$ cat config.mk
export PLATFORM = sky130hd
export DESIGN_NAME = stack_unit
export DESIGN_NICKNAME = d
export VERILOG_FILES = /design/src/rtl/stack_unit.sv
export SDC_FILE = /design/constraint.sdc
export NUM_CORES = 1
export LEC_CHECK = 0
export ABC_AREA = 1
export CORE_MARGIN = 2
export CORE_UTILIZATION = 57
export DETAILED_ROUTE_END_ITERATION = 10
export DONT_BUFFER_PORTS = 1
export PLACE_DENSITY = 0.82
export SETUP_SLACK_MARGIN = 0.4
export SLEW_MARGIN = 20
export SYNTH_ARGS = -nofsm -noshare
export SYNTH_HDL_FRONTEND = slang
export SYNTH_SLANG_ARGS = --single-unit
$ cat constraint.sdc
create_clock -name clk -period 3.6 [get_ports clk]
set_clock_uncertainty 0.1 [all_clocks]
set_input_delay 1.08 -clock clk [delete_from_list [all_inputs] [get_ports clk]]
set_output_delay 1.08 -clock clk [all_outputs]
set_load 0.05 [all_outputs]
$ cat src/rtl/stack_unit.sv
// Hardware stack for the 16-bit processor: storage, stack pointer and count in one block.
// It also provides full/empty status and sticky overflow/underflow flags for trapping stack misuse.
module stack_unit #(
  parameter int          DATA_W    = 16,
  parameter int          DEPTH     = 16,
  parameter int          ADDR_W    = 16,
  parameter int unsigned SP_BASE   = 'hFFFF,
  parameter bit          GROW_DOWN = 1'b1,
  localparam int         CNT_W     = $clog2(DEPTH+1)
) (
  input  logic              clk,
  input  logic              reset,
  input  logic              push,
  input  logic              pop,
  input  logic [DATA_W-1:0] din,
  input  logic              clr_err,
  output logic [DATA_W-1:0] dout,
  output logic [ADDR_W-1:0] sp,
  output logic [CNT_W-1:0]  count,
  output logic              full,
  output logic              empty,
  output logic              overflow,
  output logic              underflow
);
  localparam logic [ADDR_W-1:0] SP_INIT = ADDR_W'(SP_BASE);
  localparam logic [ADDR_W-1:0] SP_STEP = GROW_DOWN ? '1 : ADDR_W'(1);

  logic [DATA_W-1:0] r_mem [DEPTH];
  logic [CNT_W-1:0]  r_count;
  logic [ADDR_W-1:0] r_sp;
  logic              r_ovf, r_unf;

  logic              w_full, w_empty;
  logic              w_inc, w_dec, w_repl, w_we, w_ovf, w_unf;
  logic [CNT_W-1:0]  w_wr_idx;
  logic [DATA_W-1:0] w_top;

  assign w_full  = (r_count == CNT_W'(DEPTH));
  assign w_empty = (r_count == '0);

  // Push+pop on an empty stack degrades to a plain push.
  assign w_inc    = push & ~w_full & (~pop | w_empty);
  assign w_dec    = pop & ~push & ~w_empty;
  assign w_repl   = push & pop & ~w_empty;
  assign w_we     = w_inc | w_repl;
  assign w_ovf    = push & ~pop & w_full;
  assign w_unf    = pop & ~push & w_empty;
  assign w_wr_idx = w_repl ? r_count - CNT_W'(1) : r_count;

  always_comb begin
    w_top = '0;
    for (int i = 0; i < DEPTH; i++)
      if (r_count == CNT_W'(i + 1)) w_top = r_mem[i];
  end

  always_ff @(posedge clk or negedge reset) begin
    if (!reset) begin
      r_count <= '0;
      r_sp    <= SP_INIT;
      r_ovf   <= 1'b0;
      r_unf   <= 1'b0;
    end else begin
      if (w_inc) begin
        r_count <= r_count + CNT_W'(1);
        r_sp    <= r_sp + SP_STEP;
      end else if (w_dec) begin
        r_count <= r_count - CNT_W'(1);
        r_sp    <= r_sp - SP_STEP;
      end
      r_ovf <= w_ovf | (r_ovf & ~clr_err);
      r_unf <= w_unf | (r_unf & ~clr_err);
    end
  end

  // Storage has no reset; the write is gated so a push coincident with reset is dropped.
  always_ff @(posedge clk) begin
    for (int i = 0; i < DEPTH; i++)
      if (reset && w_we && w_wr_idx == CNT_W'(i)) r_mem[i] <= din;
  end

  assign dout      = w_top;
  assign sp        = r_sp;
  assign count     = r_count;
  assign full      = w_full;
  assign empty     = w_empty;
  assign overflow  = r_ovf;
  assign underflow = r_unf;
endmodule

==> run_results.csv, run 1 <==
group,metric,value,unit
floorplanning,die_w,152,um
worst_setup_path,critPathBufInv,7,
cts,cts_tree,"done",
worst_setup_path,crit_path_max_incr_delay,480,ps
worst_setup_path,critPathTopFamily,"buffers and inverters",
detailed_routing,drt_iter0_markers,1405,
grt,use_met1,0.351,
finish,final_common_cell,"nand2_1",
sta,setup_viol_count_final,22,
worst_setup_path,reg2reg_slack,-310,ps
place,dp_hpwl,20.1,mm
floorplanning,start_util,0.577,
grt,grt_first_pass_wirelength,52.2,mm
sta,max_slew_margin,0.466,
worst_setup_path,crit_slowest_cell,"dfrtp_2",
cts,clk_latency,560,ps
worst_setup_path,crit_fanout,19,
sta,slew_violations,0,
pwr,power,14.7,mW
hold_path,min_path_type,"in -> async",
logic_synthesis,ys_seq_area_frac,0.664,
cts,root_buffer,"clkbuf_16",
detailed_routing,post_drt_via_cell_ratio,6.34,
grt,grt-busiest-layer,"met2",
worst_setup_path,startpoint,"count[0]$_DFFE_PN0P_",
worst_setup_path,crit_required,2420,ps
place,io_buffers,0,
logic_synthesis,syn_nets,1209,
sta,hold_violations,0,
place,gp_congestion,0.852,
run_status,violations,"negative setup slack",
finish,drive_above_1_share,0.334,
run_status,run_status,"finished with violations",
finish,nFillCells,1071,
floorplanning,num_rows,54,
worst_setup_path,cp.depth,17,
sta,period_minus_slack,4580,ps
run,drv_cap,0,
sta,grt_setup_unrepaired,"true",
cts,clk_pin_slew,70,ps
detailed_routing,vias,10300,
worst_setup_path,arrival,3400,ps
detailed_routing,wl_per_cell,25.3,um
cts,cts_hold_buf,0,
worst_setup_path,path_class,"reg -> out",
grt,grt.overflow.total,0,
logic_synthesis,yosys_warnings,0,
cts,htreeDepth,1,
floorplanning,num_io_pins,62,
worst_setup_path,crit_chain,"buf_6 > inv_8 > ha_4 > nand2_4 > buf_4 > buf_4 > nor2_1 > inv_1 > buf_4 > o21ai_0 > inv_1 > nand2_1 > nand3b_1 > nand2_1 > nand2_1 > nand2_2 > nand2_4",
logic_synthesis,synth_seq_cells,279,
floorplanning,dieHeight,152,um
finish,final_cell_mix,"nand2_1 (318), edfxtp_1 (256), buf_4 (97), inv_1 (92), nand2_2 (52)",
pwr,power_density,901,nW/um^2
worst_setup_path,r2r_cells,28,
finish,final_area,16300,sq um
finish,insertedDiodeCount,0,
detailed_routing,drc,0,
grt,grt_max_degree,32,
sta,fin_ws,-978,ps
worst_setup_path,r2r_start,"count[1]$_DFFE_PN0P_",
logic_synthesis,syn_area,12500,sq um
detailed_routing,first_pass_iters,7,
logic_synthesis,synthCells,1167,
finish,syn2layout_area_growth,30.8,%
grt,grt_pass1_vias,9754,
grt,use_met3,0.0473,
worst_setup_path,cp-end-kind,"output port",
logic_synthesis,synth.distinct_cells,42,
finish,regArea,8290,sq um
cts,cts_sinks,279,
place,pre_cts_ws,-350,ps
finish,multi_input_area,4490,sq um
worst_setup_path,crit_end,"dout[2]",
grt,antenna_found_initial,0,
detailed_routing,antenna_left,0,
floorplanning,core-area,21600,sq um
grt,grtUsageTotal,0.288,
pwr,power.leakage,6.37,nW
grt,grt_util_met2,0.501,
cts,cts_buffers,27,
sta,worst_pin_slew,798,ps
cts,cts_buffer_depth,3,
worst_setup_path,cp-start-kind,"flop",
logic_synthesis,syn_avg_cell_area,10.7,sq um
worst_setup_path,r2r-end,"sp[15]$_DFFE_PN1P_",
sta,period_share,1.27,
finish,nets,1365,
pwr,ir_worst_vdd,1060,uV
detailed_routing,routed_wl,41.1,mm
sta,max_clock_freq,218,MHz
floorplanning,die-area,23100,sq um
place,post_dp_cell_area,13900,sq um
## cell families after synthesis
| family | count (synthesis) | share of synthesized area |
|---|---|---|
| buffers and inverters | 153 | 0.0512 |
| AO/OA/AOI/OAI | 107 | 0.0476 |
| AND/OR/NAND/NOR | 587 | 0.201 |
| XOR/XNOR | 20 | 0.0140 |
| adder cells (fa/ha/maj) | 21 | 0.0217 |
| flip-flops | 279 | 0.664 |
## layout make-up
cell class | count | share of cell area
Clock inverter | 16 | 0.00905
Inverter | 114 | 0.0291
Tap cell | 280 | 0.0215
Timing Repair Buffer | 166 | 0.113
Multi-Input combinational cell | 735 | 0.275
Clock buffer | 34 | 0.0442
Sequential cell | 279 | 0.508
## where the power goes
group / total, mW / switching, mW / leakage (nW) / internal, mW
clock network: 2.86 / 1.29 / 0.423 / 1.57
registers: 4.44 / 0.575 / 2.56 / 3.86
logic: 7.41 / 4.77 / 3.39 / 2.64
## metrics by stage
| stage | utilization | setup TNS, ps | hold WS, ps | instances |
|---|---|---|---|---|
| 2_1_floorplan | - | 0 | 475 | 1167 |
| 3_3_place_gp | 0.642 | -1800 | 488 | 1502 |
| 3_5_place_dp | 0.642 | -3510 | 511 | 1502 |
| 4_1_cts | 0.716 | -10040 | 112 | 1589 |
| 5_1_grt | 0.755 | -17190 | 111 | 1624 |
| 6_report | 0.755 | -14850 | 107 | 1624 |
## worst min path at each step
stage / start / end / slack, ps / depth (start not counted)
2_1_floorplan: sp[15]$_DFFE_PN1P_ / sp[15]$_DFFE_PN1P_ / 470 / 2
3_3_place_gp: sp[15]$_DFFE_PN1P_ / sp[15]$_DFFE_PN1P_ / 490 / 2
3_5_place_dp: sp[15]$_DFFE_PN1P_ / sp[15]$_DFFE_PN1P_ / 510 / 2
4_1_cts: reset / underflow$_DFF_PN0_ / 110 / 0
5_1_grt: reset / count[3]$_DFFE_PN0P_ / 110 / 0
6_report: reset / underflow$_DFF_PN0_ / 110 / 0
## state kept, by name, summed over array words and instances, names as in the netlist
register / count
r_mem: 256
sp: 16
count: 5
overflow: 1
underflow: 1
## metal layers
metal	up-vias	wire length, um
met5	-	0
met4	0	3060
met3	275	4710
met2	980	20200
met1	4837	13200
li1	4203	-
## synthesized netlist by cell type
| cell | count | area share |
|---|---|---|
| nand2_1 | 386 | 0.12 |
| edfxtp_1 | 256 | 0.62 |
| inv_1 | 103 | 0.031 |
| nand3_1 | 74 | 0.030 |
| nor2_1 | 64 | 0.019 |
| o21ai_0 | 49 | 0.020 |
| or2_2 | 24 | 0.012 |
| o21ai_1 | 21 | 0.0084 |
| ha_1 | 20 | 0.020 |
| a21oi_1 | 19 | 0.0076 |
| buf_2 | 17 | 0.0068 |
| clkbuf_1 | 16 | 0.0048 |
| dfstp_2 | 16 | 0.034 |
| xor2_1 | 12 | 0.0084 |
| inv_2 | 10 | 0.0030 |
| xnor2_1 | 8 | 0.0056 |
| dfrtp_1 | 7 | 0.014 |
| nand4_1 | 7 | 0.0035 |
| buf_6 | 5 | 0.0045 |
| nand3_2 | 5 | 0.0040 |
| nor2_2 | 5 | 0.0025 |
| nor2_4 | 5 | 0.0045 |
| or2_0 | 5 | 0.0025 |
| or2_1 | 4 | 0.0020 |
| nand3b_1 | 3 | 0.0018 |
| o21ai_2 | 3 | 0.0021 |
| o21bai_1 | 3 | 0.0018 |
| o221ai_1 | 3 | 0.0021 |
| a21o_1 | 2 | 0.0012 |
| nand2_4 | 2 | 0.0018 |
| o32ai_1 | 2 | 0.0014 |
| a211oi_2 | 1 | 0.0010 |
| a21boi_0 | 1 | 0.00060 |
| a21boi_1 | 1 | 0.00060 |
| a31oi_1 | 1 | 0.00050 |
| buf_4 | 1 | 0.00060 |
| fa_1 | 1 | 0.0016 |
| inv_4 | 1 | 0.00050 |
| nand2_2 | 1 | 0.00050 |
| nor3_1 | 1 | 0.00040 |
| nor3_2 | 1 | 0.00080 |
| o211ai_1 | 1 | 0.00060 |
## repair_timing
item,in CTS,in global routing
cloned,3,2
endpoints found under the setup margin,279,290
resized for setup,112,122
setup buffers,34,33
pin swaps,40,99
No activity file was read; power rests on OpenSTA's default activity.
==> run 2: changes to the inputs <==
--- a/config.mk
+++ b/config.mk
@@ -6,6 +6,7 @@
 export NUM_CORES = 1
 export LEC_CHECK = 0
 export ABC_AREA = 1
+export CORE_ASPECT_RATIO = 0.9
 export CORE_MARGIN = 2
 export CORE_UTILIZATION = 57
 export DETAILED_ROUTE_END_ITERATION = 10
==> run 2 against run 1 <==
  * The run still ends with negative setup slack left
  * Critical path type unchanged
  * Final cell count hardly changed
  * Critical path depth stayed put
  * Wire length is 2.1% lower
  * Non-clock buffer count is 13 lower
==> run_results.csv, run 2 (same netlist as run 1, synthesis figures left out) <==
group,metric,value,unit
grt,grt_pass1_vias,9676,
finish,largest_register_ffs,256,
worst_setup_path,crit_path_max_incr_delay,480,ps
finish,regMostFlops,"r_mem",
pwr,clkPwrFrac,0.205,
sta,hold_violations,0,
cts,cts_hold_buf,0,
detailed_routing,vias,10100,
sta,setup_tns,-12180,ps
pwr,power,14.6,mW
sta,slew_violations,0,
detailed_routing,antenna_left,0,
cts,cts_buffers,28,
grt,antenna_found_initial,0,
sta,fin_ws,-930,ps
floorplanning,die-area,23100,sq um
hold_path,min_path_type,"in -> async",
finish,fin_util,0.761,
worst_setup_path,arrival,3350,ps
pwr,p_int,8.11,mW
place,gp_congestion,0.847,
finish,drive_above_1_share,0.347,
floorplanning,core-area,21600,sq um
worst_setup_path,crit_chain,"inv_4 > ha_4 > nand2_4 > buf_4 > buf_4 > nor2_2 > inv_1 > buf_4 > o21ai_0 > inv_1 > nand2_1 > nand3_1 > nand2_1 > nand2_1 > nand2_2 > a21oi_4 > buf_12",
worst_setup_path,crit_slowest_cell,"dfrtp_2",
worst_setup_path,path_class,"reg -> out",
floorplanning,num_rows,51,
run_status,violations,"negative setup slack",
worst_setup_path,reg2reg_slack,-120,ps
finish,nets,1353,
cts,clk_latency,570,ps
finish,final_common_cell,"nand2_1",
detailed_routing,first_pass_iters,5,
pwr,pwr-share-seq,0.302,
finish,syn2layout_area_growth,31.6,%
cts,cts_tree,"done",
finish,final_cell_mix,"nand2_1 (305), edfxtp_1 (256), inv_1 (92), buf_4 (78), nand2_2 (65)",
grt,grtUsageTotal,0.306,
worst_setup_path,crit_fanout,12,
worst_setup_path,crit_required,2420,ps
worst_setup_path,r2r-end,"sp[15]$_DFFE_PN1P_",
worst_setup_path,r2r_cells,29,
pwr,p_switching,6.46,mW
sta,max_clock_freq,221,MHz
pwr,power_density,888,nW/um^2
floorplanning,die_w,160,um
run,drv_cap,0,
place,io_buffers,0,
pwr,power.leakage,6.44,nW
detailed_routing,post_drt_via_cell_ratio,6.21,
sta,period_minus_slack,4530,ps
sta,grt_setup_unrepaired,"true",
cts,clk_pin_slew,70,ps
finish,insertedDiodeCount,0,
cts,root_buffer,"clkbuf_16",
worst_setup_path,cp-end-kind,"output port",
place,dp_hpwl,19.3,mm
detailed_routing,routed_wl,40.3,mm
cts,cts_sinks,279,
grt,grt.overflow.total,0,
detailed_routing,wl_per_cell,24.8,um
sta,period_share,1.26,
cts,cts_buffer_depth,3,
worst_setup_path,cp-start-kind,"flop",
pwr,comb_power_share,0.493,
grt,grt_first_pass_wirelength,54.0,mm
grt,grt_max_degree,32,
pwr,switching_share,0.443,
detailed_routing,drt_iter0_markers,1269,
floorplanning,dieHeight,144,um
sta,setup_viol_count_final,19,
detailed_routing,drc,0,
floorplanning,start_util,0.578,
run_status,run_status,"finished with violations",
sta,max_slew_margin,0.641,
cts,htreeDepth,1,
sta,worst_pin_slew,537,ps
worst_setup_path,r2r_start,"count[1]$_DFFE_PN0P_",
pwr,ir_worst_vdd,954,uV
floorplanning,num_io_pins,62,
run 2: changes by cell type in the layout (fill, tap and decap cells not counted), moves of 10 or more:
| cell | change |
|---|---|
| nand2_2 | +13 |
| buf_4 | -19 |
| nand3_2 | +10 |
| o21ai_0 | -10 |
| nand2_1 | -13 |
run 2: worst max path at each step:
stage / start / endpoint / slack (ps) / depth (start not counted)
after floorplan: count[0]$_DFFE_PN0P_ / dout[11] / 60 / 20
after global placement: count[0]$_DFFE_PN0P_ / dout[4] / -170 / 21
after detailed placement: count[1]$_DFFE_PN0P_ / dout[1] / -310 / 23
after CTS: count[1]$_DFFE_PN0P_ / dout[15] / -610 / 26
after global routing: count[1]$_DFFE_PN0P_ / dout[1] / -970 / 24
final: count[0]$_DFFE_PN0P_ / dout[1] / -930 / 17
run 2: per-stage QoR:
step	cells	setup slack [ps]	hold slack (ps)	cell area [sq um]
after global routing	1623	-972	94.0	16400
after CTS	1597	-609	105	15700
final	1623	-930	91.2	16400
after floorplan	1167	62.3	475	12700
after global placement	1500	-169	487	13800
after detailed placement	1500	-312	493	13800
run 2: area by class of cell:
type / count / area, sq um
clock inverters: 22 / 211
fillers: 1144 / 5150
multi-input cells: 735 / 4560
flip-flops and latches: 279 / 8290
repair buffers: 153 / 1830
inverters: 114 / 465
clock buffers: 29 / 704
well taps: 291 / 364
run 2: power by group through the flow:
stage	Clock (mW)	Sequential, mW	Combinational [mW]
2_1_floorplan	0	4.47	3.73
3_3_place_gp	0	4.42	5.08
3_5_place_dp	0	4.43	5.23
4_1_cts	2.93	4.39	6.09
5_1_grt	3.10	4.42	7.52
6_report	2.99	4.40	7.18
run 2: layer usage:
metal  track usage  up-vias  wire [um]
met5             0        -          0
met4         0.149        0       2740
met3        0.0553      236       4640
met2         0.536      861      19700
met1         0.373     4796      13200
li1              -     4186          -
run 2: critical path, delay by kind of cell, from the launching register on:
kind	cells	cell delay, ps
simple gates	7	720
fa+ha+maj	1	170
buf+inv	7	1060
flops	1	480
compound gates	2	330
run 2: what timing repair did:
item                       4_1_cts  5_1_grt
setup endpoints to repair      280      289
setup buffers                   39       23
resized for setup              167      116
pin swaps                       71      116
cloned                           7        3
==> run 3: changes to the inputs <==
--- a/config.mk
+++ b/config.mk
@@ -8,10 +8,10 @@
 export ABC_AREA = 1
 export CORE_ASPECT_RATIO = 0.9
 export CORE_MARGIN = 2
-export CORE_UTILIZATION = 57
+export CORE_UTILIZATION = 35
 export DETAILED_ROUTE_END_ITERATION = 10
 export DONT_BUFFER_PORTS = 1
-export PLACE_DENSITY = 0.82
+export PLACE_DENSITY = 0.58
 export SETUP_SLACK_MARGIN = 0.4
 export SLEW_MARGIN = 20
 export SYNTH_ARGS = -nofsm -noshare
==> run 3 against run 2 <==
  * The run still ends with negative setup slack left
  * Sequential share of layout area shrank 0.85 points
  * Via count shrank 14%
  * Maximum frequency grew 8.6%
  * Flip-flop and latch count is the same
  * Largest cell class unchanged
  * Sequential power is essentially flat
  * Largest power group unchanged
  * Worst hold slack gained 32 ps
  * Clock power grew 3%
  * Register-to-register slack gained 30 ps
  * Count of clock-buffer cells in the layout grew 11
  * Non-clock buffer count grew 5
  * Global-route usage shrank 14 points
  * Total power shrank 1.6%
==> run_results.csv, run 3 (same netlist as run 1, synthesis figures left out) <==
group,metric,value,unit
pwr,clkPwrFrac,0.215,
pwr,ir_worst_vdd,1240,uV
sta,hold_violations,0,
worst_setup_path,path_class,"reg -> out",
pwr,comb_power_share,0.478,
detailed_routing,vias,8695,
worst_setup_path,cp-start-kind,"flop",
cts,cts_tree,"done",
finish,regMostFlops,"r_mem",
cts,htreeDepth,1,
sta,period_minus_slack,4170,ps
detailed_routing,wl_per_cell,17.5,um
place,io_buffers,0,
sta,max_clock_freq,240,MHz
sta,period_share,1.16,
place,gp_congestion,0.813,
floorplanning,start_util,0.356,
worst_setup_path,r2r-end,"sp[15]$_DFFE_PN1P_",
place,pre_cts_ws,-278,ps
finish,syn2layout_area_growth,33.9,%
worst_setup_path,reg2reg_slack,-90,ps
grt,antenna_found_initial,0,
place,place_inst,1694,
floorplanning,num_io_pins,62,
grt,grt_max_degree,29,
grt,grt_first_pass_wirelength,48.5,mm
sta,timing.hold.ws,124,ps
finish,nets,1360,
grt,grt.overflow.total,0,
worst_setup_path,crit_fanout,5,
pwr,power_density,858,nW/um^2
cts,cts_buffer_depth,3,
cts,root_buffer,"clkbuf_16",
worst_setup_path,critPathTopFamily,"simple AND/OR/NAND/NOR gates",
floorplanning,dieHeight,183,um
grt,grtUsageTotal,0.168,
floorplanning,num_rows,65,
pwr,pwr-share-seq,0.307,
finish,drive_above_1_share,0.344,
sta,max_slew_margin,0.524,
worst_setup_path,critPathBufInv,3,
worst_setup_path,r2r_cells,29,
run_status,violations,"negative setup slack",
finish,final_cell_mix,"nand2_1 (314), edfxtp_1 (256), inv_1 (94), buf_4 (83), nand2_2 (57)",
detailed_routing,first_pass_iters,5,
finish,final_common_cell,"nand2_1",
worst_setup_path,crit_path_frequent_cell,"nand2_1",
run_status,run_status,"finished with violations",
run,drv_cap,0,
finish,largest_register_ffs,256,
floorplanning,core-area,35100,sq um
worst_setup_path,cp-end-kind,"output port",
detailed_routing,antenna_left,0,
detailed_routing,post_drt_via_cell_ratio,4.81,
cts,cts_buffers,30,
worst_setup_path,crit_path_max_incr_delay,380,ps
worst_setup_path,crit_chain,"buf_6 > ha_4 > inv_4 > nor2_4 > nand2_2 > buf_6 > or2_0 > nand2_2 > nand2_1 > nand3_1 > nand2_1 > nand2_1 > nand3_2 > nand3_2 > nand2_4 > nand2_2 > nand3_2 > nand2_1 > nand2_1 > nand2_1 > nand2_1 > nand2_2 > nand2_8",
pwr,power.leakage,6.45,nW
sta,setup_viol_count_final,19,
floorplanning,die-area,37200,sq um
finish,insertedDiodeCount,0,
sta,slew_violations,0,
worst_setup_path,arrival,2990,ps
cts,clk_pin_slew,60,ps
detailed_routing,drc,0,
worst_setup_path,crit_slowest_cell,"dfrtp_2",
pwr,p_switching,5.97,mW
worst_setup_path,r2r_start,"count[1]$_DFFE_PN0P_",
grt,grt_pass1_vias,8631,
sta,grt_setup_unrepaired,"true",
worst_setup_path,crit_required,2420,ps
hold_path,min_path_type,"in -> async",
sta,fin_ws,-570,ps
cts,clk_latency,550,ps
detailed_routing,routed_wl,31.7,mm
pwr,p_int,8.37,mW
finish,fin_cells,1809,
floorplanning,die_w,203,um
cts,cts_sinks,279,
sta,worst_pin_slew,709,ps
pwr,switching_share,0.416,
place,dp_hpwl,20.0,mm
detailed_routing,drt_iter0_markers,551,
finish,fin_util,0.477,
## run 3: power groups by stage
stage	clock, mW	combinational, mW	sequential [mW]
global placement	0	5.34	4.44
global route	3.24	7.43	4.43
detailed placement	0	5.39	4.44
floorplan	0	3.73	4.47
finish	3.08	6.85	4.40
CTS	3.12	6.25	4.40
## run 3: routing by layer
metal  GRT usage  up-vias  part of all wire
met3      0.0302       36             0.050
met2       0.285      182              0.48
li1            -     4211                 -
met5           0        -                 0
met1       0.229     4266              0.45
met4      0.0289        0             0.014
## run 3: through the flow
step	area, sq um	power (mW)	setup TNS [ps]
3_3_place_gp	14100	9.78	-3420
4_1_cts	16100	13.8	-9010
2_1_floorplan	12700	8.21	0
5_1_grt	16700	15.1	-12240
3_5_place_dp	14100	9.83	-3630
6_report	16700	14.3	-8410
## run 3: final cells by class
class	count	area [sq um]
tap	469	587
sequential	279	8290
inverter	114	474
clock buffer	40	810
multi-input combinational	735	4560
timing repair buffer	158	1820
fill	3066	18300
clock inverter	14	173
## run 3: repair_timing
item,in CTS,in global routing
hold endpoints to repair,0,0
buffers inserted,38,18
gates cloned,4,1
gates resized for setup,150,115
pin swaps,70,95
endpoints found under the setup margin,280,282
hold buffers,0,0
## run 3: how the worst max path moves through the flow
stage                                     from       end  slack (ps)  cells after the start
after CTS                 count[1]$_DFFE_PN0P_   dout[9]        -610                     23
final                     count[1]$_DFFE_PN0P_   dout[9]        -570                     23
after detailed placement  count[1]$_DFFE_PN0P_  dout[11]        -280                     22
after global placement    count[1]$_DFFE_PN0P_   dout[9]        -280                     23
after global routing      count[1]$_DFFE_PN0P_  dout[11]        -790                     23
after floorplan           count[0]$_DFFE_PN0P_  dout[11]          60                     20
